`config.mk`:
```
export PLATFORM = sky130hd
export DESIGN_NAME = wb_thr_bank
export DESIGN_NICKNAME = d
export VERILOG_FILES = /design/src/rtl/wb_thr_bank.sv
export SDC_FILE = /design/constraint.sdc
export NUM_CORES = 1
export LEC_CHECK = 0
export ABC_AREA = 1
export CORE_AREA = 2 2 126 128
export DETAILED_ROUTE_END_ITERATION = 7
export DIE_AREA = 0 0 128 130
export GPL_ROUTABILITY_DRIVEN = 0
export PLACE_DENSITY = 0.79
export SLEW_MARGIN = 0
export SYNTH_ARGS = -nofsm -noshare
export SYNTH_HDL_FRONTEND = slang
export SYNTH_SLANG_ARGS = --single-unit
```
`constraint.sdc`:
```
create_clock -name clk_i -period 3.06 [get_ports clk_i]
set_clock_uncertainty 0.1 [all_clocks]
set_input_delay 0.918 -clock clk_i [delete_from_list [all_inputs] [get_ports clk_i]]
set_output_delay 0.918 -clock clk_i [all_outputs]
set_load 0.02 [all_outputs]
```
`src/rtl/wb_thr_bank.sv`:
```
// Wishbone pipelined slave with per-channel threshold registers and live status readback.
// One outstanding request; accept / decode / respond gives one transaction every three cycles.
module wb_thr_bank #(
  parameter int unsigned NCH     = 4,
  parameter int unsigned ADDR_W  = 6,
  parameter int unsigned THR_W   = 16,
  parameter logic [15:0] THR_RST = 16'h0
) (
  input  logic                   clk_i,
  input  logic                   rst_i,
  input  logic                   wb_cyc_i,
  input  logic                   wb_stb_i,
  input  logic [ADDR_W-1:0]      wb_adr_i,
  input  logic [3:0]             wb_sel_i,
  input  logic                   wb_we_i,
  input  logic [31:0]            wb_dat_i,
  output logic                   wb_ack_o,
  output logic                   wb_err_o,
  output logic                   wb_rty_o,
  output logic                   wb_stall_o,
  output logic [31:0]            wb_dat_o,
  input  logic [NCH*16-1:0]      sts_i,
  output logic [NCH*THR_W-1:0]   thr_o,
  output logic [NCH-1:0]         thr_wr_o
);

  localparam int unsigned IDX_W = (NCH > 1) ? $clog2(NCH) : 1;
  localparam logic [ADDR_W:0] NCH_A = (ADDR_W+1)'(NCH);
  localparam logic [THR_W-1:0] THR_RST_W = THR_W'(THR_RST);

  typedef enum logic [1:0] {S_IDLE, S_DEC, S_RSP} state_t;

  state_t              state_q, state_d;
  logic                accept_c;
  logic [ADDR_W-1:0]   adr_q;
  logic                we_q;
  logic [1:0]          sel_q;
  logic [THR_W-1:0]    dat_q;
  logic [THR_W-1:0]    thr_q [NCH];
  logic [15:0]         sts_a [NCH];
  logic                hit_c;
  logic [IDX_W-1:0]    idx_c;
  logic [THR_W-1:0]    mask_c;
  logic [THR_W-1:0]    wr_val_c;
  logic [31:0]         rd_dat_c;
  logic                unused_c;

  assign wb_rty_o = 1'b0;
  assign unused_c = ^{wb_sel_i[3:2], wb_dat_i[31:THR_W], sel_q};

  for (genvar k = 0; k < NCH; k++) begin : g_ch
    assign thr_o[THR_W*k +: THR_W] = thr_q[k];
    assign sts_a[k] = sts_i[16*k +: 16];
  end

  // Sequencing: idle -> decode (T+1) -> respond (T+2)
  always_comb begin
    state_d  = state_q;
    accept_c = 1'b0;
    case (state_q)
      S_IDLE: begin
        if (wb_cyc_i && wb_stb_i) begin
          accept_c = 1'b1;
          state_d  = S_DEC;
        end
      end
      S_DEC:   state_d = S_RSP;
      S_RSP:   state_d = S_IDLE;
      default: state_d = S_IDLE;
    endcase
  end

  // Decode of the registered request; sel[0] covers bits 7:0, sel[1] the rest
  always_comb begin
    hit_c = ({1'b0, adr_q} < NCH_A);
    idx_c = IDX_W'(adr_q);
    for (int b = 0; b < THR_W; b++) mask_c[b] = sel_q[b/8];
    wr_val_c = (thr_q[idx_c] & ~mask_c) | (dat_q & mask_c);
    rd_dat_c = {sts_a[idx_c], 16'(thr_q[idx_c])};
  end

  always_ff @(posedge clk_i) begin
    if (rst_i) begin
      state_q    <= S_IDLE;
      adr_q      <= '0;
      we_q       <= 1'b0;
      sel_q      <= '0;
      dat_q      <= '0;
      wb_ack_o   <= 1'b0;
      wb_err_o   <= 1'b0;
      wb_stall_o <= 1'b0;
      wb_dat_o   <= '0;
      thr_wr_o   <= '0;
      for (int k = 0; k < NCH; k++) thr_q[k] <= THR_RST_W;
    end else begin
      state_q    <= state_d;
      wb_stall_o <= (state_d != S_IDLE);
      wb_ack_o   <= 1'b0;
      wb_err_o   <= 1'b0;
      thr_wr_o   <= '0;
      if (accept_c) begin
        adr_q <= wb_adr_i;
        we_q  <= wb_we_i;
        sel_q <= wb_sel_i[1:0];
        dat_q <= wb_dat_i[THR_W-1:0];
      end
      if (state_q == S_DEC) begin
        if (hit_c) begin
          wb_ack_o <= 1'b1;
          if (we_q) begin
            if (mask_c != '0) begin
              thr_q[idx_c]    <= wr_val_c;
              thr_wr_o[idx_c] <= 1'b1;
            end
          end else begin
            wb_dat_o <= rd_dat_c;
          end
        end else begin
          wb_err_o <= 1'b1;
          wb_dat_o <= '0;
        end
      end
    end
  end

endmodule

```
==> results of run 1 <==
## how the worst max path moves through the flow
stage                            start          end  slack (ns)  cells past startpoint
final                     thr_q[0][14]    thr_o[14]        0.60                      1
after global routing       thr_q[2][1]    thr_o[33]        0.56                      1
after CTS                  thr_q[2][0]    thr_o[32]        0.58                      1
after detailed placement      wb_stb_i     adr_q[2]        0.62                      6
after global placement        wb_cyc_i     adr_q[2]        0.63                      6
after floorplan                  rst_i  thr_q[0][0]       -0.11                      5
## per-layer routing
layer / share of wire (%) / global-route usage [%]
met5: 0 / 0
met1: 41 / 27.3
met4: 3.0 / 9.76
met3: 6.9 / 5.29
met2: 49 / 37.3
## area by class of cell
type,count,area share [%]
sequential,132,36.4
multi-input combinational,566,27.5
timing repair buffer,210,23.0
clock buffer,19,4.91
inverter,89,3.71
tap,192,2.66
clock inverter,13,1.80
## sequential cells by signal, indices dropped and copies added (netlist names), 2 cells and up, named ones only
signal,flops
dat_q,16
wb_dat_o,32
state_q,2
adr_q,6
sel_q,2
thr_q,64
thr_wr_o,4
## metrics by stage
step                      setup slack (ns)  power, mW
after global routing                 0.557       4.90
after detailed placement             0.620       2.66
after CTS                            0.585       4.73
after global placement               0.629       2.65
after floorplan                     -0.114       2.36
final                                0.595       4.72
## cells in the final DEF (no fill, tap or decap), types with 6 or more instances in the layout
cell / synthesis / layout
nand2_1: 295 / 295
nor2_4: 15 / 15
a21oi_1: 37 / 37
nor2_1: 115 / 115
clkdlybuf4s50_1: 0 / 194
edfxtp_1: 64 / 64
buf_4: 6 / 14
clkbuf_16: 0 / 17
nand2_2: 19 / 19
inv_1: 83 / 83
clkinv_1: 2 / 6
o21ai_0: 30 / 26
dfxtp_1: 68 / 68
nand3_1: 48 / 48
## logic make-up after synthesis
logic type | count (synthesis) | synth area share, %
AOI/OAI and AO/OA | 67 | 5.28
DFF | 132 | 51.7
other | 1 | 0.0590
buffers and inverters | 135 | 9.53
and+or+nand+nor | 498 | 33.5
## report_power, final
part	total [mW]	internal (mW)	switching, mW
sequential	1.96	1.92	0.0404
clock	2.10	1.36	0.736
combinational	0.664	0.280	0.384
total	4.72	3.56	1.16
==> impl_metrics.yaml, run 1 <==
outcome:
  status: "completed"
worst_setup_path:
  r2r_slack_ns: 0.77
  path_class: "reg -> out"
  r2r-end: "thr_q[0][0]"
  cpPeakStageDelay_ns: 0.62
  critPathMaxFanout: 2
  path_buf_inv: 1
  cp_cell_sequence: "clkdlybuf4s50_1"
  startpoint_type: "flop"
  r2r_cells: 4
  critPathArrivalTime_ns: 1.45
  crit_path_end_kind: "output pin"
  cp.required_ns: 2.04
  crit_family: "buffers and inverters"
  reg2reg_from: "adr_q[0]"
  crit_path_top_delay_cell: "clkdlybuf4s50_1"
timing:
  hold_viol_final: 0
  hold_slack_ns: 0.364
  period_share_pct: 80.5
  worstMarginPinSlew_ns: 1.10
  slew-limit-headroom_pct: 26.6
  final.setup.tns_ns: 0
  finalCriticalPeriod_ns: 2.46
  fmax_mhz: 406
  report.final.slew_viol_count: 0
  rsz0062_at_grt: "no"
  finalSetupViolCount: 0
floorplanning:
  core_um2: 15400
  pin_count: 215
  die_h_um: 130
  placementRows: 46
  die_x_um: 128
  start_util_pct: 41.2
  dieArea_um2: 16600
synthesis:
  synth_common_cells: "nand2_1, nor2_1, inv_1"
  yosysMostFrequentCell: "nand2_1"
  synth_top_area_cell: "edfxtp_1"
  netlist_area_um2: 6350
  ys_ff_latch: 132
  async_flop_share_pct: 0
  yosys-top-cells-area: "edfxtp_1, dfxtp_1, nand2_1"
  synth_nets: 944
  synth_cells: 833
  yosys.area.top_type_share_pct: 30.2
  synth_ff_type: "dfxtp_1"
  yosysWarnings: 0
  synth.distinct_cells: 23
  postSynthAreaPerCell_um2: 7.63
  ys_seq_area_share_pct: 51.7
  synth_edf_count: 64
pwr:
  vdd_drop_max_mv: 0.424
  p_per_area_nw_per_um2: 524
  leakagePower_nw: 3.95
place:
  hpwl_mm: 12.7
  dpl-instance-area_um2: 8410
  dp_cells: 1189
  port_buffers: 195
cells_and_area:
  utilization_pct: 58.4
  nNetsFinal: 1127
  final_cell_area_um2: 9010
  multiInputGateArea_um2: 2480
  syn_to_final_growth_pct: 41.9
  regArea_um2: 3280
  instances_no_fill: 1221
  diodes: 0
  layout-drive-gt1-share_pct: 8.75
  fill_cells: 1361
drt:
  drtIter0Drc: 332
  dr.pass1.iters: 5
  ant_nets: 0
  drc: 0
  avgViaCountPerCell: 4.80
  vias: 5863
  wirelength_mm: 18.4
  wl_per_cell_um: 15.1
clock_network:
  cts.path.max_buffers: 2
  path_clk_slew_ns: 0.05
  cts_resized: 0
  post_cts_buffers: 0
  root_buffer: "clkbuf_16"
  holdBufCountCts: 0
  cts.sinks: 132
  tritoncts: "yes"
  clk_latency_ns: 0.42
  htreeDepth: 4
  cts_made_buffers: 17
global_routing:
  grt_pass1_vias: 5414
  grt_pass1_wl_mm: 28.0
  grt_start_max_net_pins: 36
  grt_usage_pct: 22.1
  antenna_found_initial: 0
  grt_overflow: 0
hold_path:
  min_from: "wb_dat_o[24]"
  holdCritPathClass: "reg -> reg"
  hold_end: "wb_dat_o[24]"
  hold_depth: 2
job:
  drv_cap: 0
Power figures use the tool's default switching activity.
==> run 2, diff against run 1 <==
- CORE_AREA: 2 2 126 128 -> 2 2 121 123
- DIE_AREA: 0 0 128 130 -> 0 0 123 125
- PLACE_DENSITY: 0.79 -> 0.82
- clock period: 3.06 -> 2.4 ns (I/O delays scaled with it)
==> run 2 against run 1 <==
Critical endpoint is now thr_o[62]. Largest power group unchanged. Setup slack got worse by 0.46 ns. Register-to-register slack got worse by 0.47 ns. Via count up 1.1%. Clock-buffer cell count increased by 4. Design area is 0.47% higher. Core utilization rose by 5.3 points. Largest cell class unchanged. Die area shrank 7.6%. Critical path depth unchanged. Cell count unchanged. Sequential power grew 27%. Total power increased by 24%. Global-route usage grew 1.9 points.
==> impl_metrics.yaml, run 2 (same netlist as run 1, synthesis figures left out) <==
outcome:
  status: "completed"
worst_setup_path:
  cp_cell_sequence: "clkdlybuf4s50_1"
  startpoint_type: "flop"
  path_buf_inv: 1
  cpPeakStageDelay_ns: 0.62
  crit_family: "buffers and inverters"
  cp.required_ns: 1.58
  crit_path_end_kind: "output pin"
  crit_path_top_delay_cell: "clkdlybuf4s50_1"
  critPathMaxFanout: 2
  critPathArrivalTime_ns: 1.45
  path_class: "reg -> out"
cells_and_area:
  final_cell_mix: "nand2_1, clkdlybuf4s50_1, nor2_1, inv_1, dfxtp_1"
  final_cell_area_um2: 9060
  syn_to_final_growth_pct: 42.6
  largest_reg_flops: 64
  largest_register: "thr_q"
  reg_top3: "thr_q (64), wb_dat_o (32), dat_q (16)"
  layout-drive-gt1-share_pct: 9.84
  nNetsFinal: 1135
  diodes: 0
  instances_no_fill: 1221
  final_common_cell: "nand2_1"
place:
  hpwl_mm: 12.5
  port_buffers: 195
  dpl-instance-area_um2: 8470
  place_ws_ns: 0.225
  dp_cells: 1189
drt:
  dr.pass1.iters: 5
  wl_per_cell_um: 14.8
  drtIter0Drc: 394
  vias: 5925
  ant_nets: 0
  wirelength_mm: 18.1
  drc: 0
  avgViaCountPerCell: 4.85
floorplanning:
  dieArea_um2: 15400
  core_um2: 14200
  placementRows: 44
  die_h_um: 125
  die_x_um: 123
  start_util_pct: 44.7
  pin_count: 215
clock_network:
  cts.path.max_buffers: 2
  post_cts_buffers: 0
  path_clk_slew_ns: 0.06
  cts_resized: 0
  htreeDepth: 4
  cts_made_buffers: 17
  tritoncts: "yes"
  root_buffer: "clkbuf_16"
  cts.sinks: 132
  clk_latency_ns: 0.42
  holdBufCountCts: 0
timing:
  fmax_mhz: 441
  final.setup.tns_ns: 0
  report.final.slew_viol_count: 0
  period_share_pct: 94.5
  worstMarginPinSlew_ns: 1.03
  fin_ws_ns: 0.133
  hold_viol_final: 0
  finalSetupViolCount: 0
  slew-limit-headroom_pct: 31.6
  rsz0062_at_grt: "no"
  finalCriticalPeriod_ns: 2.27
global_routing:
  grt_start_max_net_pins: 35
  grt_pass1_vias: 5569
  antenna_found_initial: 0
  grt_pass1_wl_mm: 28.1
  grt_usage_pct: 24.1
  grt_overflow: 0
pwr:
  p_per_area_nw_per_um2: 648
  power_mw: 5.87
  vdd_drop_max_mv: 0.525
  leakagePower_nw: 3.98
job:
  drv_cap: 0
hold_path:
  holdCritPathClass: "reg -> reg"
## run 2: cell types whose count changed in the layout (fill, tap and decap cells not counted), sizes merged
cell,delta
inv,+3
buf,+8
clkbuf,+4
bufinv,-4
clkinvlp,+3
clkinv,-6
## run 2: final timing paths
path / depth (start not counted) / start / slack (ns) / endpoint
worst max-delay path: 1 / thr_q[3][14] / 0.13 / thr_o[62]
worst min-delay path: 2 / wb_dat_o[21] / 0.36 / wb_dat_o[21]
worst max register to register: 4 / we_q / 0.30 / thr_q[3][4]
worst min register to register: 2 / wb_dat_o[21] / 0.36 / wb_dat_o[21]
## run 2: metal layers
layer	global-route usage [%]	wire length, um
met5	0	0
met4	9.43	553
met3	6.48	1530
met2	39.4	8900
met1	30.2	7120
## run 2: worst register-to-register path: stages, from the launching register on
cell and delay [ns]:
dfxtp_1 0.42, inv_2 0.08, nor2_4 0.15, nand4_1 0.15, o21ai_2 0.81
## run 2: power by group
part	leakage, nW	internal [mW]	switching, mW
clock	0.281	1.54	0.974
sequential	1.21	2.44	0.0504
combinational	2.49	0.371	0.494
total	3.98	4.35	1.52
## run 2: through the flow
| stage | hold WS (ns) | utilization [%] |
|---|---|---|
| floorplan | 0.356 | - |
| global placement | 0.344 | 59.6 |
| detailed placement | 0.353 | 59.6 |
| CTS | 0.363 | 63.8 |
| global route | 0.374 | 63.8 |
| finish | 0.362 | 63.8 |
## run 2: final cells by class
type | count | area [um^2]
Inverter | 89 | 334
Clock inverter | 9 | 62.6
Sequential cell | 132 | 3280
Fill cell | 1203 | 5150
Clock buffer | 23 | 523
Tap cell | 184 | 230
Timing Repair Buffer | 218 | 2140
Multi-Input combinational cell | 566 | 2480
==> run 3, diff against run 2 <==
- CELL_PAD_IN_SITES_DETAIL_PLACEMENT: not set -> 0
- CELL_PAD_IN_SITES_GLOBAL_PLACEMENT: not set -> 2
- CORE_AREA: 2 2 121 123 -> 2 2 163 165
- DIE_AREA: 0 0 123 125 -> 0 0 165 167
- PLACE_DENSITY: 0.82 -> 0.81
==> run 3 against run 2 <==
Non-clock buffer count up 6. Setup slack improved by 0.00097 ns. Total power decreased by 0.21%. Sequential power about the same. Sequential share of layout area down 0.83 points. First-iteration DRC count fell by 20%. Maximum frequency about the same.
==> impl_metrics.yaml, run 3 (same netlist as run 1, synthesis figures left out) <==
timing:
  finalSetupViolCount: 0
  fmax_mhz: 441
  finalCriticalPeriod_ns: 2.27
  hold_slack_ns: 0.363
  report.final.slew_viol_count: 0
  worstMarginPinSlew_ns: 0.748
  fin_ws_ns: 0.134
  hold_viol_final: 0
  slew-limit-headroom_pct: 50.1
  rsz0062_at_grt: "no"
  period_share_pct: 94.4
drt:
  dr.pass1.iters: 4
  wl_per_cell_um: 15.3
  avgViaCountPerCell: 4.19
  drc: 0
  ant_nets: 0
  drtIter0Drc: 316
  wirelength_mm: 21.0
  vias: 5763
cells_and_area:
  syn_to_final_growth_pct: 45.9
  diodes: 0
  largest_register: "thr_q"
  layout-drive-gt1-share_pct: 9.79
  final_cell_mix: "nand2_1, clkdlybuf4s50_1, nor2_1, inv_1, dfxtp_1"
  nNetsFinal: 1141
  reg_top3: "thr_q (64), wb_dat_o (32), dat_q (16)"
  fill_cells: 2736
  instances_no_fill: 1377
  final_common_cell: "nand2_1"
  largest_reg_flops: 64
floorplanning:
  die_h_um: 167
  core_um2: 25800
  die_x_um: 165
  start_util_pct: 24.7
  dieArea_um2: 27600
  placementRows: 59
  pin_count: 215
pwr:
  leakagePower_nw: 4.01
  p_per_area_nw_per_um2: 632
  vdd_drop_max_mv: 0.357
  power_mw: 5.86
global_routing:
  grt_pass1_vias: 5682
  grt_pass1_wl_mm: 32.7
  grt_overflow: 0
  grt_start_max_net_pins: 35
  grt_usage_pct: 15.8
  antenna_found_initial: 0
place:
  port_buffers: 195
  place_ws_ns: 0.232
  dp_cells: 1346
  hpwl_mm: 15.1
worst_setup_path:
  crit_family: "buffers and inverters"
  cpPeakStageDelay_ns: 0.63
  path_buf_inv: 1
  crit_path_start: "thr_q[0][14]"
  critPathArrivalTime_ns: 1.45
  path_class: "reg -> out"
  critPathMaxFanout: 2
  cp.required_ns: 1.58
  crit_path_end_kind: "output pin"
  cp_cell_sequence: "clkdlybuf4s50_1"
  startpoint_type: "flop"
  reg2reg_from: "adr_q[5]"
  crit_path_top_delay_cell: "clkdlybuf4s50_1"
clock_network:
  cts_resized: 0
  cts.sinks: 132
  tritoncts: "yes"
  cts.path.max_buffers: 2
  htreeDepth: 4
  holdBufCountCts: 0
  path_clk_slew_ns: 0.06
  cts_made_buffers: 17
  post_cts_buffers: 0
  clk_latency_ns: 0.42
  root_buffer: "clkbuf_16"
hold_path:
  min_from: "wb_dat_o[16]"
  holdCritPathClass: "reg -> reg"
outcome:
  status: "completed"
job:
  drv_cap: 0
## run 3: changes by cell type in the layout (fill, tap and decap cells not counted)
| cell | before | now |
|---|---|---|
| buf_4 | 21 | 27 |
| clkbuf_2 | 1 | 0 |
| clkinvlp_4 | 4 | 0 |
| clkbuf_1 | 1 | 6 |
| clkbuf_8 | 1 | 4 |
| inv_4 | 3 | 1 |
| clkinv_4 | 1 | 0 |
| clkbuf_16 | 20 | 19 |
## run 3: worst reg2reg max path: stages (launching register included)
cell and delay, ns:
dfxtp_1 0.32, nor2_2 0.15, nand2_2 0.11, inv_2 0.10, nand4_1 0.13, o21ai_2 0.60, buf_12 0.22
## run 3: layout make-up
cell class / count / area (um^2) / share of cell area [%]
clock buffers: 29 / 553 / 5.97
clock inverters: 2 / 11.3 / 0.121
inverters: 89 / 334 / 3.60
multi-input cells: 566 / 2480 / 26.8
flip-flops and latches: 132 / 3280 / 35.4
well taps: 335 / 419 / 4.52
repair buffers: 224 / 2190 / 23.6
## run 3: metrics by stage
stage | TNS, ns | utilization, % | cell area [um^2]
6_report | 0 | 36.0 | 9270
5_1_grt | 0 | 36.0 | 9270
4_1_cts | 0 | 36.0 | 9270
3_5_place_dp | 0 | 33.8 | 8710
3_3_place_gp | 0 | 33.8 | 8710
2_1_floorplan | -8.10 | - | 6350
## run 3: worst paths after layout
check             cells after the start           end  slack, ns
setup / recovery                      1     thr_o[14]       0.13
hold / removal                        2  wb_dat_o[16]       0.36
setup reg to reg                      6   thr_q[3][7]       0.37
hold reg to reg                       2  wb_dat_o[16]       0.36
## run 3: where the power goes
group | leakage (nW) | internal, mW | switching [mW]
clock | 0.278 | 1.55 | 0.928
combinational | 2.51 | 0.377 | 0.502
sequential | 1.21 | 2.44 | 0.0558
total | 4.01 | 4.37 | 1.49
## run 3: routing by layer
layer  GRT usage, %  routed length (um)  up-vias
li1               -                   -     2971
met1           20.1                9240     2611
met2           26.3               10100      162
met3           3.89                1390       19
met4           4.91                 328        0
met5              0                   0        -
